File: config.mk
export PLATFORM = sky130hd
export DESIGN_NAME = instr_fetch_unit
export DESIGN_NICKNAME = d
export VERILOG_FILES = /design/src/rtl/fetch_pkg.sv /design/src/rtl/fetch_timeout_counter.sv /design/src/rtl/instr_fetch_unit.sv
export SDC_FILE = /design/constraint.sdc
export NUM_CORES = 1
export LEC_CHECK = 0
export ABC_AREA = 1
export BUFFER_PORTS_ARGS = -buffer_cell sky130_fd_sc_hd__buf_2
export CORE_MARGIN = 5
export CORE_UTILIZATION = 35
export CTS_CLUSTER_DIAMETER = 60
export DETAILED_ROUTE_END_ITERATION = 6
export HOLD_SLACK_MARGIN = 0.1
export PLACE_DENSITY = 0.61
export SLEW_MARGIN = 20
export SYNTH_ARGS = -nofsm -noshare
export SYNTH_HDL_FRONTEND = slang
export SYNTH_SLANG_ARGS = --single-unit
File: constraint.sdc
create_clock -name clk -period 3.1 [get_ports clk]
set_clock_uncertainty 0.1 [all_clocks]
set_input_delay 0.62 -clock clk [delete_from_list [all_inputs] [get_ports clk]]
set_output_delay 0.62 -clock clk [all_outputs]
set_load 0.02 [all_outputs]
File: src/rtl/fetch_pkg.sv
// Fetch-stage shared definitions: FSM state codes and the HALT opcode field.
// No logic, so no latency or backpressure.
package fetch_pkg;

   localparam logic [2:0] ST_IDLE   = 3'd0;
   localparam logic [2:0] ST_REQ    = 3'd1;
   localparam logic [2:0] ST_VALID  = 3'd2;
   localparam logic [2:0] ST_HALTED = 3'd3;
   localparam logic [2:0] ST_FAULT  = 3'd4;

   localparam logic [5:0] HALT_OPCODE_DEF = 6'b111111;
   localparam int OPC_HI = 31;
   localparam int OPC_LO = 26;

   function automatic logic is_halt(input logic [31:0] word, input logic [5:0] opc);
      return word[OPC_HI:OPC_LO] == opc;
   endfunction

endpackage

File: src/rtl/fetch_timeout_counter.sv
// Counts REQ wait cycles and flags the last permitted one.
// Latency: tc is a decode of the registered count; no backpressure.
module fetch_timeout_counter
   import fetch_pkg::*;
#(
   parameter int CNT_W   = 8,
   parameter int TIMEOUT = 16
) (
   input  logic clk,
   input  logic reset,
   input  logic clr,
   input  logic en,
   output logic tc
);

   logic [CNT_W-1:0] cnt;

   always_ff @(posedge clk or posedge reset) begin
      if (reset) begin
         cnt <= '0;
      end else if (clr) begin
         cnt <= '0;
      end else if (en) begin
         cnt <= cnt + 1'b1;
      end
   end

   assign tc = (cnt == CNT_W'(TIMEOUT - 1));

endmodule

File: src/rtl/instr_fetch_unit.sv
// Fetch stage: PC -> imem request/ready -> decode valid/stall; drives the PC halt.
// Latency: instr_valid one cycle after imem_ready; stall holds the word, halt freezes the PC.
module instr_fetch_unit
   import fetch_pkg::*;
#(
   parameter logic [5:0] HALT_OPCODE = HALT_OPCODE_DEF,
   parameter int         TIMEOUT     = 16,
   parameter int         CNT_W       = 8
) (
   input  logic        clk,
   input  logic        reset,
   input  logic [31:0] pc_in,
   input  logic        stall,
   input  logic        flush,
   output logic [31:0] imem_addr,
   output logic        imem_req,
   input  logic [31:0] imem_rdata,
   input  logic        imem_ready,
   output logic [31:0] instr,
   output logic [31:0] instr_pc,
   output logic        instr_valid,
   output logic        halt,
   output logic        halted,
   output logic        fault
);

   logic [2:0] state;
   logic       in_req;
   logic       to_tc;

   assign in_req    = (state == ST_REQ);
   assign imem_addr = pc_in;
   assign imem_req  = in_req;
   // Only a consumed VALID lets the PC move; everything else freezes it.
   assign halt      = ~((state == ST_VALID) & ~stall & ~flush);

   fetch_timeout_counter #(
      .CNT_W  (CNT_W),
      .TIMEOUT(TIMEOUT)
   ) u_timeout (
      .clk  (clk),
      .reset(reset),
      .clr  (~in_req | imem_ready),
      .en   (in_req & ~imem_ready),
      .tc   (to_tc)
   );

   always_ff @(posedge clk or posedge reset) begin
      if (reset) begin
         state       <= ST_IDLE;
         instr       <= '0;
         instr_pc    <= '0;
         instr_valid <= 1'b0;
         halted      <= 1'b0;
         fault       <= 1'b0;
      end else begin
         case (state)
            ST_IDLE: state <= ST_REQ;
            ST_REQ: begin
               if (imem_ready) begin
                  // A response landing alongside a flush belongs to a stale PC.
                  if (!flush) begin
                     instr       <= imem_rdata;
                     instr_pc    <= pc_in;
                     instr_valid <= 1'b1;
                     state       <= ST_VALID;
                  end
               end else if (to_tc) begin
                  fault <= 1'b1;
                  state <= ST_FAULT;
               end
            end
            ST_VALID: begin
               if (flush) begin
                  instr_valid <= 1'b0;
                  state       <= ST_REQ;
               end else if (!stall) begin
                  instr_valid <= 1'b0;
                  if (is_halt(instr, HALT_OPCODE)) begin
                     halted <= 1'b1;
                     state  <= ST_HALTED;
                  end else begin
                     state <= ST_REQ;
                  end
               end
            end
            default: state <= state;
         endcase
      end
   end

endmodule

# Word level (Yosys, flattened, before mapping)
# Index checks and enable logic that the tools add are counted.
# word_totals
in_bits	69
reg_bits	78
output_inout_bits	101
# op_classes
n_eq_ne	9
n_reduce_logical	9
muxes	14
bitwise	9
addsub	1
# ops
op	count
8-bit two-way mux	2
3-bit two-way mux	5
4-bit AND reduction	3
3-bit case mux with 3 select lines	1
8-bit by 1-bit adder with 8-bit output (second input constant)	1
8-bit by 4-bit equality test with 1-bit output (second input constant)	1
6-bit equality test (second input constant)	1
3-bit != test (second input constant)	2
3-bit AND reduction	2
1-bit NOT	5
1-bit two-way mux	4
2-bit != test (second input constant)	2
2-bit nonzero test	2
1-bit AND	3
3-bit by 1-bit equality test with 1-bit output (second input constant)	1
3-bit by 2-bit equality test with 1-bit output (second input constant)	1
3-bit logical NOT	1
3-bit by 2-bit != test with 1-bit output (second input constant)	1
3-bit nonzero test	1
2-bit two-way mux	1
1-bit case mux with 2 select lines	1
1-bit OR	1

# Depth between registers and ports, before layout
# logic_depth
word_depth	5
ltp_mapped	9

# Cells and area by module
# A second synthesis with hierarchy kept.
# hier_totals
cells_unflattened	417
hier_area_um2	3806.2
# modules_own_cells
module	n_inst	area_per_inst_um2	seq_area_each_um2	cells_each
instr_fetch_unit	1	3359.5	1751.7	356
fetch_timeout_counter	1	446.7	200.2	61

# Worst setup path after synthesis
# OpenSTA, ideal clock, no wires.
# synth_path
path_type	reg-to-output
startpoint	register state[0]
endpoint	output port halt
arrival_time_ns	0.987
required_ns	2.380
slack_ns	1.393
stages_incl_launch_ff	3
cell_sequence	dfrtp_1 > nor3_1 > nand3_1
# synth_via
elab_chain_cells	4
# synth_lines
item	line	source
start: declaration	instr_fetch_unit.sv:27	logic [2:0] state;
start signal: assignment	instr_fetch_unit.sv:87	default: state <= state;
3-bit by 2-bit equality test with 1-bit output	instr_fetch_unit.sv:35	assign halt = ~((state == ST_VALID) & ~stall & ~flush);
1-bit AND (2 in a row)	instr_fetch_unit.sv:35	
1-bit NOT	instr_fetch_unit.sv:35	
end: declaration	instr_fetch_unit.sv:22	output logic halt,
# No other way between the ends.

# Worst setup path after layout
# Same ends and word-level chain as after synthesis.

==> impl_metrics.ini <==
[setup_path]
startpoint_type = flip-flop
crit_type = reg2out
arrival_ns = 1.55
cp.required_ns = 2.38
cp-end-kind = primary output
crit_fanout = 5

[cells_and_area]
layout_commonest_cell = buf_2
layout_common_cells = 169 x buf_2, 94 x nand2_1, 78 x dfrtp_1
fill_cells = 1088
final_area_um2 = 4600
nets = 612
stdcell_count = 682
drive_above_1_share_pct = 45.0
area_delta_synth_final_pct = 23.0

[synth]
synth_compound_area_share_pct = 14.8
synthAdderAreaFrac_pct = 0.335
ys_warn_count = 0
syn_avg_cell_area_um2 = 9.25
ys_seq_area_share_pct = 52.2
synth_flop_cell = dfrtp_1
async_flop_share_pct = 100
synth_top_family_by_area = buffers and inverters
synth_nets = 474
synthSimpleGateAreaFrac_pct = 14.1
synth_area_um2 = 3740
ys_ff_latch = 78
synth-xor-area-share_pct = 0
synthCells = 404
synth.area.mux_share_pct = 0
synth_edf_count = 0
synth_cell_types = 20

[timing]
tightest_slew_ns = 0.831
finalSetupViolCount = 0
post-route-period-util_pct = 73.2
finalMaxSlewViolations = 0
period_needed_ns = 2.27
max_freq_mhz = 441
finalHoldViolations = 0
rsz0062_at_grt = no
relSlewSlack_pct = 44.6
setup_slack_ns = 0.831
finalSetupTns_ns = 0

[routing]
drc = 0
drt_wl_total_mm = 8.20
drt-initial-drc-count = 133
ant_nets = 0
vias = 2816
wl_met3_um = 574
wl_met1_mm = 3.47
firstDrtPassIters = 4
viasPerCell = 4.13
met2_length_mm = 3.94
post_drt_wl_per_cell_um = 12.0
top_layer = met4

[clock_tree]
post_cts_resized = 0
clock_latency_ns = 0.34
cts_num_sinks = 78
cts_made_buffers = 9
cts_buffer_depth = 2
clockRootBuffer = clkbuf_8
htree_levels = 3
cts_tree = done
hold_buffers = 0
clk_pin_slew_worst_paths_ns = 0.07
cts_setup_buffers = 0

[pwr]
leakagePower_uw = 0.00272
power.density_nw_per_um2 = 406
power_uw = 1870
peakVddDrop_uv = 153

[place]
gp_congestion = 0.762
dp_slack_ns = 0.972
portBuffers = 169
dp_hpwl_mm = 6.39
placed_area_um2 = 4420
dp_cells = 667

[floorplanning]
ios = 170
die_w_um = 113
die_y_um = 113
rows = 37
initial_core_util_pct = 36.0
die_area_um2 = 12800
core_um2 = 10400

[flow_run]
cap_violations = 0

[grt]
grt_pass1_vias = 2818
grtUsageTotal_pct = 12.8
grt_pass1_wl_mm = 13.2
grt_max_degree = 49
antenna_found_initial = 1
grt_remaining_overflow = 0

[hold_path]
min_path_type = in2async

[status]
outcome = completed
final timing paths:
path	startpoint	endpoint	slack, ns	cells after the start
max	state[0]	halt	0.83	3
min	reset	instr_pc[20]	0.31	2
max reg2reg	state[2]	instr[19]	1.20	7
min reg2reg	fault	fault	0.36	2
max in group asynchronous	reset	instr_pc[12]	1.94	3
min in group clk	fault	fault	0.36	2
cells by family (layout without fill, tap and decap cells):
family          Yosys count  in the layout
simple gates            130            130
buf+inv                 126            267
flops                    78             78
compound gates           69             69
fa+ha+maj                 1              1
other cells               0              1
sequential cells by signal, summed over array words and instances (netlist names):
signal         flops
instr_pc          32
state              3
fault              1
instr_valid        1
instr             32
halted             1
u_timeout.cnt      8
final cells by class:
type                       count  area (µm²)  area share, %
timing repair buffer         173         901           19.6
tap                          136         170           3.70
inverter                      80         302           6.56
clock buffer                  12         135           2.94
sequential                    78        1950           42.5
multi-input combinational    200        1100           23.9
antenna                        1        2.50         0.0544
clock inverter                 2        35.0          0.762
worst max-delay path: stages, from the launching register on:
cell and delay, ns:
dfrtp_1 0.43, nor3_1 0.45, nand3_1 0.13, buf_2 0.20
where the power goes:
group,total [µW],leakage (µW),internal [µW],switching [µW]
sequential,1020,0.00107,1020,0
clock,701,0.0000863,363,338
combinational,147,0.00157,53.8,93.1
total,1870,0.00272,1430,431
stage by stage:
stage,hold WS (ns),util (%)
after floorplan,0.333,-
after global placement,0.349,42.7
after detailed placement,0.347,42.7
after CTS,0.327,44.3
after global routing,0.365,44.3
final,0.310,44.3
synthesized netlist by cell type (all sizes together), types with 2 or more instances:
| master | n | area [µm²] |
|---|---|---|
| a21oi | 2 | 10.0 |
| nand2 | 94 | 353 |
| nor3 | 2 | 10.0 |
| nor3b | 2 | 15.0 |
| nand3 | 10 | 60.1 |
| dfrtp | 78 | 1950 |
| o21ai | 66 | 537 |
| nor2 | 20 | 75.1 |
| buf | 45 | 387 |
| inv | 80 | 300 |
per-layer routing:
metal,vias up,GRT usage (%)
met5,-,0
met4,0,6.73
met3,14,2.94
met2,88,21.1
met1,1256,15.7
li1,1458,-
(Power assumes the default switching activity.)
